File: src/rtl/pc_sequencer_if.sv
// Control-side bundle for the PC sequencer: the mode/target request in one
// direction, and the PC and stack status flags in the other.
interface pc_sequencer_if #(
  parameter int AW        = 8,
  parameter int STK_DEPTH = 4
);
  localparam int DW = $clog2(STK_DEPTH + 1);

  logic          en;
  logic [1:0]    sel;
  logic [AW-1:0] target;
  logic          err_clr;
  logic [AW-1:0] pc;
  logic          stk_full;
  logic          stk_empty;
  logic          err;
  logic [DW-1:0] depth;

  modport master (
    output en, sel, target, err_clr,
    input  pc, stk_full, stk_empty, err, depth
  );

  modport slave (
    input  en, sel, target, err_clr,
    output pc, stk_full, stk_empty, err, depth
  );
endinterface

File: src/rtl/pc_sequencer.sv
// Registered program counter with increment/branch/call/return modes, stall,
// and a return-address stack whose top entry always sits in slot 0.
module pc_sequencer #(
  parameter int            AW        = 8,
  parameter int            STK_DEPTH = 4,
  parameter logic [AW-1:0] RESET_VEC = '0
) (
  input logic            clk,
  input logic            rst,
  pc_sequencer_if.slave  bus
);
  localparam int DW = $clog2(STK_DEPTH + 1);

  localparam logic [1:0] SEL_INC = 2'b00;
  localparam logic [1:0] SEL_BRA = 2'b01;
  localparam logic [1:0] SEL_CAL = 2'b10;
  localparam logic [1:0] SEL_RET = 2'b11;

  logic [AW-1:0] pc_p0;
  logic [DW-1:0] occ_p0;
  logic          err_p0;
  logic [AW-1:0] stk_p0 [STK_DEPTH];

  logic [AW-1:0] pc_inc;
  logic [AW-1:0] pc_nxt;
  logic [DW-1:0] occ_nxt;
  logic          push;
  logic          pop;
  logic          set_err;
  logic          full;
  logic          empty;

  assign pc_inc = pc_p0 + AW'(1);
  assign full   = (occ_p0 == DW'(STK_DEPTH));
  assign empty  = (occ_p0 == '0);

  always_comb begin
    pc_nxt  = pc_p0;
    occ_nxt = occ_p0;
    push    = 1'b0;
    pop     = 1'b0;
    set_err = 1'b0;
    if (bus.en) begin
      unique case (bus.sel)
        SEL_INC: pc_nxt = pc_inc;
        SEL_BRA: pc_nxt = bus.target;
        SEL_CAL: begin
          // Overflowing call still jumps; only the return address is lost.
          pc_nxt = bus.target;
          if (full) begin
            set_err = 1'b1;
          end else begin
            push    = 1'b1;
            occ_nxt = occ_p0 + DW'(1);
          end
        end
        SEL_RET: begin
          if (empty) begin
            pc_nxt  = pc_inc;
            set_err = 1'b1;
          end else begin
            pc_nxt  = stk_p0[0];
            pop     = 1'b1;
            occ_nxt = occ_p0 - DW'(1);
          end
        end
        default: pc_nxt = pc_p0;
      endcase
    end
  end

  // ---- stage p0: architectural state ----
  always_ff @(posedge clk) begin
    if (rst) begin
      pc_p0  <= RESET_VEC;
      occ_p0 <= '0;
      err_p0 <= 1'b0;
    end else begin
      pc_p0  <= pc_nxt;
      occ_p0 <= occ_nxt;
      if (set_err) begin
        err_p0 <= 1'b1;
      end else if (bus.err_clr) begin
        err_p0 <= 1'b0;
      end
    end
  end

  // Stack contents carry no reset; occupancy alone defines what is valid.
  always_ff @(posedge clk) begin
    if (push) begin
      stk_p0[0] <= pc_inc;
      for (int i = 1; i < STK_DEPTH; i++) begin
        stk_p0[i] <= stk_p0[i-1];
      end
    end else if (pop) begin
      for (int i = 0; i < STK_DEPTH - 1; i++) begin
        stk_p0[i] <= stk_p0[i+1];
      end
    end
  end

  assign bus.pc        = pc_p0;
  assign bus.depth     = occ_p0;
  assign bus.stk_full  = full;
  assign bus.stk_empty = empty;
  assign bus.err       = err_p0;
endmodule

File: src/flat_wrapper.sv
// flat-port wrapper written by rule: the top's interface ports become plain ports
module pc_sequencer_flat 
#(
  parameter int            AW        = 8,
  parameter int            STK_DEPTH = 4,
  parameter logic [AW-1:0] RESET_VEC = '0
)
  (clk, rst, bus_en, bus_sel, bus_target, bus_err_clr, bus_pc, bus_stk_full, bus_stk_empty, bus_err, bus_depth);
  pc_sequencer_if #(.AW(AW), .STK_DEPTH(STK_DEPTH)) bus_i ();
  input logic clk;
  input logic rst;
  input wire logic [$bits(bus_i.en)-1:0] bus_en;
  input wire logic [$bits(bus_i.sel)-1:0] bus_sel;
  input wire logic [$bits(bus_i.target)-1:0] bus_target;
  input wire logic [$bits(bus_i.err_clr)-1:0] bus_err_clr;
  output wire logic [$bits(bus_i.pc)-1:0] bus_pc;
  output wire logic [$bits(bus_i.stk_full)-1:0] bus_stk_full;
  output wire logic [$bits(bus_i.stk_empty)-1:0] bus_stk_empty;
  output wire logic [$bits(bus_i.err)-1:0] bus_err;
  output wire logic [$bits(bus_i.depth)-1:0] bus_depth;
  assign bus_i.en = bus_en;
  assign bus_i.sel = bus_sel;
  assign bus_i.target = bus_target;
  assign bus_i.err_clr = bus_err_clr;
  assign bus_pc = bus_i.pc;
  assign bus_stk_full = bus_i.stk_full;
  assign bus_stk_empty = bus_i.stk_empty;
  assign bus_err = bus_i.err;
  assign bus_depth = bus_i.depth;
  pc_sequencer #(.AW(AW), .STK_DEPTH(STK_DEPTH), .RESET_VEC(RESET_VEC)) u_core (.clk(clk), .rst(rst), .bus(bus_i));
endmodule
File: config.mk
export PLATFORM = sky130hd
export DESIGN_NAME = pc_sequencer_flat
export DESIGN_NICKNAME = d
export VERILOG_FILES = /design/src/rtl/pc_sequencer_if.sv /design/src/rtl/pc_sequencer.sv /design/src/flat_wrapper.sv
export SDC_FILE = /design/constraint.sdc
export NUM_CORES = 1
export LEC_CHECK = 0
export BUFFER_PORTS_ARGS = -buffer_cell sky130_fd_sc_hd__buf_4
export CAP_MARGIN = 10
export CORE_MARGIN = 2
export CORE_UTILIZATION = 55
export DETAILED_ROUTE_END_ITERATION = 16
export PLACE_DENSITY = 0.76
export RECOVER_POWER = 50
export SETUP_SLACK_MARGIN = 0.02
export SLEW_MARGIN = 20
export SYNTH_ARGS = -nofsm -noshare
export SYNTH_HDL_FRONTEND = slang
export SYNTH_SLANG_ARGS = --single-unit
File: constraint.sdc
create_clock -name clk -period 3.9 [get_ports clk]
set_clock_uncertainty 0.2 [all_clocks]
set_input_delay 0 -clock clk [delete_from_list [all_inputs] [get_ports clk]]
set_output_delay 0 -clock clk [all_outputs]
set_load 0.005 [all_outputs]
Word-level counts from Yosys, hierarchy flattened. Memories as Yosys holds them, arrays and structs flattened. Cells that the tools add are included.

Register bits after elaboration: 12. Bits in writable memories: 32. Bits of input ports: 14. Output and inout port bits: 14. Logic and storage cells: 47. Memories kept: 1.

Add/subtract/negate cells: 3. Eq/ne operators: 6. Muxes and demuxes: 25. Bitwise gates (word level): 3. Reductions and logical operators: 6.

Memories: u_core.stk_p0 (words 4, bits a word 8, rd ports 4, clocked after Yosys merged registers in 0, write ports 4, line pc_sequencer.sv:22) `logic [AW-1:0] stk_p0 [STK_DEPTH];`.

Operator list (count): 8-bit 2-to-1 mux (4); 8-bit case mux with 3 select lines (1); 1-bit 2-to-1 mux (16); 8-bit by 1-bit adder with 8-bit output, second input constant (1); 3-bit 2-to-1 mux (2); 3-bit case mux with 2 select lines (1); 2-bit == test, second input constant (2); 2-bit != test, second input constant (2); 4-bit AND reduction (1); 2-bit nonzero test (2); 3-bit by 1-bit adder with 3-bit output, second input constant (1); 3-bit == test, second input constant (1); 3-bit logical NOT (1); 1-bit bitwise OR (3); 3-bit by 1-bit subtractor with 3-bit output, second input constant (1); 2-bit by 1-bit == test with 1-bit output, second input constant (1); 2-bit logical NOT (1); 1-bit case mux with 2 select lines (1); 2-bit OR reduction (1).

Depth between registers and ports, before layout. Gate-level depths: netlist of the first run.

Word-level depth: 8. Mapped depth: 7.

Worst setup path before layout of the first run. No wires, ideal clock.

Path type: flip-flop to flip-flop. Start: register u_core.occ_p0[2] (netlist: u_core.bus.depth[2]). End: memory u_core.stk_p0[0][0], enable pin. Library setup time: 0.431 ns. Arrival: 1.617 ns. Path slack: 1.652 ns. Cell stages (with the launch flop): 4. Buffers on the path: 0. Clock period less this slack: 2.248 ns. Path through: dfxtp_1 -> or3b_1 -> and3_1 -> nand2b_1.

RTL lines: start, declared (line pc_sequencer.sv:20) `logic [DW-1:0] occ_p0;`; start signal, assigned (line pc_sequencer.sv:80) `occ_p0 <= occ_nxt;`; end, declared (line pc_sequencer.sv:22).

==> impl_results.md, run 1 <==
- Clock latency on the worst-skew pair: 0.30 ns
- Sw Ratio: roughly a quarter
- Level count of the clock H-tree: 2
- Synth area leader: edfxtp_1
- Total I/O pin count: 28
- Die ar.: about 4500 sq um
- Met3 Use GR: 4.22%
- Final setup fails: 0
- Antenna Nets Post-Route: 0
- Clock slew at reported path FFs: ~0.09 ns
- DRC Markers: 0
- Synthesis-stage register bit count: 44
- Final hold violation count: 0
- Share of cells above drive strength 1: 20.9%
- Global route hottest layer: met2
- Core footprint: around 3700 sq um
- Final WL: between 4000 and 5000 microns
- Unrepaired setup endpoints after global routing: false
- Gate Count Post-Synth: 180
- Worst hold path type: input pin to flop
- Die Ht: 67.0 microns
- Via density: roughly 6.0
- TNS Setup: 0 ns
- Layout Nets: 233
- Total GRT Usage: between 20 and 25%
- Worst EP arrival: 2.81 ns
- Pint: 0.000790 W
- Critical path type: flop to flop
- Inserted Clock Buffers: 5
- Max_cap viols: 0
- Worst Path Required: 3.75 ns
- Initial antenna violation count: 0
- Max-slew violations: 0
- FF/Latch Area: 1200 sq um
- Placer Congestion: between 0.9 and 1
- First-pass GRT wire length: 7420 microns
- Area of the multi-input gates: 870 sq um
- Post-synth net total: 199
- Comb pwr share: between 10% and 20%
- Met1 usage: 30.5%
- Clock Sink Count: 44
- Clock Path Buffers: 2
- Vias in the first global route: 1,499
- Crit-path max FO: 31
- Clock Power Share: 34.3%
- Detailed Routing Iterations Pass 1: 4
- Warnings, synthesis: 0
- Die W: between 60 and 70 microns
- PwrDens: 406 nW/um^2
- P_sw: 0.000259 W
- Post-DP HPWL: 3190 microns
- Slew HR: 6.99%
- CTS tree: done
- Cell Area, Synth: ~2200 sq um
- Filler cell count: slightly below 300
- Post-synth ARST share: 0%
- Ant. Diodes: 0
- Largest net degree at the start of global routing: 32
- Post-synth top area share: around 44%
- Tcrit/Tclk final: 75.8%
- Total grt overflow: 0
- # rows: 22
- Syn Area/Cell: 12.1 sq um
- Syn-to-layout area delta: 18.6%
- Tmin final: a little under 3 ns
- IR drop worst, VDD: 276 uV
- Sequential area share after synthesis: 55.1%
- Min Hold Slack: about 0.04 ns
- Post-synth EDFFs: 32
- Critical Path Start Type: flop
- Largest cells by area after synthesis: edfxtp_1 44%, dfxtp_1 11%, mux2_1 7.2%, o21ai_0 2.5%, a32oi_1 2.4%
- Sequential share of power: 52.7%
- Worst-margin pin slew: 1.40 ns
- DR vias: 1,573
- Max Freq: 338 MHz
- Ys flop type: edfxtp_1
- Initial Utilization: between 50 and 60%
- Pleak: 0.949 nW
- Port Buffers: 27
- Routed WL per cell: 17.4 microns
- Status: finished, final reports clean
- CTS root buffer: clkbuf_8
- GR Util met2: between 30% and 40%
- CP endpoint kind: flop
- Drt first-iter violations: 172
- Synth cell types: 46
registers in the layout (all words and copies together), names as in the netlist:
signal	cells
u_core.stk_p0	32
u_core.bus.err	1
u_core.bus.depth	3
u_core.bus.pc	8
synthesized netlist by cell type, types with 4 or more instances:
master,n
nor2_1,9
dfxtp_1,12
mux2_1,14
o21ai_0,11
nand2_1,10
inv_1,10
clkbuf_1,5
nor3_1,4
mux2_2,4
ha_1,4
nand3_1,4
nor2b_1,5
edfxtp_1,32
a32oi_1,6
xnor2_1,5
per-layer routing:
metal  part of all wire [%]  vias to the layer above
li1                       -                      742
met1                     44                      767
met2                     48                       50
met3                    4.4                       14
met4                    3.0                        0
met5                      0                        -
path summary, 6_finish.rpt:
path	endpoint	slack (ns)	start	cells past startpoint
max	u_core.stk_p0[2][6]	0.94	u_core.bus.depth[2]	4
min	u_core.bus.pc[1]	0.04	bus_target[1]	4
max reg2reg	u_core.stk_p0[2][6]	0.94	u_core.bus.depth[2]	4
min reg2reg	u_core.stk_p0[3][7]	0.27	u_core.stk_p0[2][7]	0
placed cells by master (no fill, tap or decap), types with 2 or more instances in the layout:
| master | instances |
|---|---|
| edfxtp_1 | 32 |
| mux2_1 | 14 |
| buf_4 | 14 |
| clkbuf_4 | 13 |
| dfxtp_1 | 12 |
| o21ai_0 | 11 |
| inv_1 | 10 |
| nand2_1 | 10 |
| nor2_1 | 9 |
| dlygate4sd3_1 | 9 |
| a32oi_1 | 6 |
| xnor2_1 | 5 |
| nor2b_1 | 5 |
| clkbuf_8 | 5 |
| a21oi_1 | 4 |
| mux2_2 | 4 |
| nand3_1 | 4 |
| nor3_1 | 4 |
| ha_1 | 4 |
| a211oi_1 | 3 |
| and3_1 | 2 |
| nand4_1 | 2 |
| xor2_1 | 2 |
| o21a_1 | 2 |
| a32o_1 | 2 |
| nand2b_1 | 2 |
| o32ai_1 | 2 |
worst max-delay path: stages (launching register included):
cell,delay [ns]
dfxtp_1,0.41
or3b_1,0.40
a21oi_1,0.21
clkbuf_1,1.05
mux2_2,0.43
area by class of cell:
class	count	share of cell area, %
repair buffers	37	11.5
well taps	48	2.32
multi-input cells	115	33.6
clock inverters	3	1.79
inverters	11	1.65
flip-flops and latches	44	46.5
clock buffers	5	2.66
per-stage QoR:
stage               area [sq um]  setup slack (ns)  util, %  std cells  total power [W]
global placement            2390              1.38     64.0        246         0.000690
global route                2580             0.747     69.1        263          0.00109
floorplan                   2180              1.65        -        180         0.000646
CTS                         2600              1.28     69.5        263          0.00105
finish                      2580             0.942     69.1        263          0.00105
detailed placement          2390              1.29     64.0        246         0.000696
power by group through the flow:
stage | registers (W) | logic (W) | clock network, W
finish | 0.000553 | 0.000137 | 0.000360
global route | 0.000556 | 0.000152 | 0.000382
CTS | 0.000553 | 0.000141 | 0.000360
detailed placement | 0.000563 | 0.000133 | 0
global placement | 0.000561 | 0.000130 | 0
floorplan | 0.000555 | 0.0000909 | 0
repair_timing:
action,4_1_cts,5_1_grt
resized for setup,0,0
hold buffers,9,0
endpoints found under the hold margin,12,0
buffers inserted,0,0
cells by family after synthesis:
group,share of synthesized area [%]
buffers and inverters,4.65
muxes,9.30
xor gates and xnor gates,2.81
AOI/OAI and AO/OA,15.3
adders and majority gates,3.21
and+or+nand+nor,9.59
DFF,55.1
No activity file was read; power rests on OpenSTA's default activity.
==> inputs of run 2 (changes only) <==
- CORE_UTILIZATION: 55 -> 51
- PLACE_DENSITY: 0.76 -> 0.74
- clock period: 3.9 -> 2.55 ns (I/O delays scaled with it)
==> run 2 against run 1 <==
Sequential cell count stayed put. Final area is 1.1% lower. Global-route usage is 3.3 points lower. Hold slack worse by 0.018 ns. Maximum frequency is 36% higher. Die area is 7.4% higher. Largest cell class unchanged.
==> impl_results.md, run 2 (synthesis gave the netlist of run 1 again) <==
- Status: finished, final reports clean
- Detailed Routing Iterations Pass 1: 5 (+1)
- Share of cells above drive strength 1: 20.8% (-0.097 points)
- Slew HR: 61.5% (+55 points)
- PwrDens: 576 nW/um^2 (+42%)
- Syn-to-layout area delta: 17.3%
- Post-CTS Resized: 0 (unchanged)
- Routed WL per cell: 16.6 microns (-4.4%)
- Inserted Clock Buffers: 5 (unchanged)
- TNS Setup: 0 ns (unchanged)
- DRC Markers: 0 (unchanged)
- IR drop worst, VDD: 234 uV (-15%)
- CTS root buffer: clkbuf_8
- Most frequent cells in the layout: 32 x edfxtp_1, 16 x buf_4, 14 x mux2_1, 14 x clkbuf_4, 12 x dfxtp_1
- Die Ht: 69.4 microns (+3.6%)
- Die ar.: 4810 sq um (+7.4%)
- Initial antenna violation count: 0 (unchanged)
- Largest net degree at the start of global routing: 32 (unchanged)
- Post-CTS Repair Setup Buffers: 0 (unchanged)
- Worst-margin pin slew: 0.578 ns (-0.818 ns)
- Core footprint: 4060 sq um (+8.4%)
- Drt first-iter violations: 164 (-4.7%)
- Total grt overflow: 0 (unchanged)
- HP Start: bus_target[7]
- Critical R2R Launch: u_core.bus.depth[1]
- Pleak: 0.943 nW (-0.64%)
- # rows: 23 (+4.5%)
- Crit-path max FO: 9 (-71%)
- Setup crit start: u_core.bus.depth[1]
- Clock slew at reported path FFs: 0.08 ns (about the same)
- Clock Path Buffers: 2 (unchanged)
- Worst Path Required: 2.53 ns (-1.22 ns)
- Max_cap viols: 0 (unchanged)
- Min Hold Slack: 0.0224 ns (-0.0175 ns)
- Total I/O pin count: 28 (unchanged)
- Hold path cells: 4 (unchanged)
- Max Freq: 459 MHz (+36%)
- Antenna Nets Post-Route: 0 (unchanged)
- DR vias: 1,577 (+0.25%)
- First-pass GRT wire length: 7510 microns (+1.2%)
- Tcrit/Tclk final: 85.5% (+9.6 points)
- CTS tree: done
- Reg2Reg Depth: 5 (+1)
- Total GRT Usage: 19.8% (-3.3 points)
- Clock Sink Count: 44 (unchanged)
- Unrepaired setup endpoints after global routing: false
- Biggest register: u_core.stk_p0
- Level count of the clock H-tree: 2 (unchanged)
- Vias in the first global route: 1,671 (+11%)
- Via density: 5.93 (-0.88%)
- Die W: 69.4 microns (+3.6%)
- Port Buffers: 27 (unchanged)
- Max-slew violations: 0 (unchanged)
- Leading cell type in the layout, fill and taps excluded: edfxtp_1
- Worst hold path type: input pin to flop
- Tmin final: 2.18 ns (-0.779 ns)
- Ant. Diodes: 0 (unchanged)
- Final hold violation count: 0 (unchanged)
- CTS Hold Bufs: 7 (-2)
- CP endpoint kind: flop
- Final WL: 4420 microns (-3.3%)
- Largest register FFs: 32 (unchanged)
- Worst EP arrival: 2.16 ns (-0.65 ns)
- Final setup fails: 0 (unchanged)
- Critical Path Start Type: flop
- Initial Utilization: 53.7% (-4.5 points)
- Critical path type: flop to flop
- Clock latency on the worst-skew pair: 0.29 ns (about the same)
- Layout Nets: 234 (+0.43%)
- Post-DP HPWL: 3230 microns (+1.3%)
- Placer Congestion: 1.01 (+6.6%)
## run 2: changes by cell type in the layout (fill, tap and decap cells not counted), sizes merged
cell | previous run | this run
dlygate4sd3 | 9 | 7
buf | 14 | 16
clkinv | 0 | 1
bufinv | 1 | 0
clkinvlp | 2 | 1
clkbuf | 19 | 21
## run 2: report_power, final
group | total (W) | switching, W | internal [W]
Clock | 0.000417 | 0.000227 | 0.000190
Combinational | 0.000210 | 0.000108 | 0.000102
Sequential | 0.000844 | 0.0000330 | 0.000811
## run 2: layout make-up
| type | count | area, sq um |
|---|---|---|
| Tap cell | 50 | 62.6 |
| Sequential cell | 44 | 1200 |
| Clock inverter | 2 | 11.3 |
| Fill cell | 323 | 1500 |
| Timing Repair Buffer | 38 | 299 |
| Multi-Input combinational cell | 115 | 863 |
| Clock buffer | 6 | 72.6 |
| Inverter | 11 | 46.3 |
## run 2: worst max-delay path, cell delays in order, from the launching register on
cell and delay [ns]:
dfxtp_1 0.43, or3_1 0.39, inv_6 0.06, a221oi_1 0.53, nand2_1 0.14, mux2_1 0.33
## run 2: worst paths after layout
kind                          to  slack (ns)
max          u_core.bus.depth[2]        0.37
min             u_core.bus.pc[7]        0.02
max reg2reg  u_core.bus.depth[2]        0.37
min reg2reg  u_core.stk_p0[3][7]        0.25
## run 2: stage by stage
stage	instances	power, W	util (%)	setup slack [ns]	instance area (sq um)
after floorplan	180	0.000988	-	0.302	2180
after global placement	251	0.00106	59.6	0.493	2420
after detailed placement	251	0.00107	59.6	0.425	2420
after CTS	266	0.00149	63.4	0.410	2570
after global routing	266	0.00154	63.0	0.204	2560
final	266	0.00147	63.0	0.371	2560
## run 2: metal layers
metal / share of wire [%] / track usage, % / vias up
li1: - / - / 748
met1: 43 / 24.0 / 764
met2: 49 / 32.7 / 54
met3: 4.9 / 4.22 / 11
met4: 2.8 / 10.7 / 0
met5: 0 / 0 / -
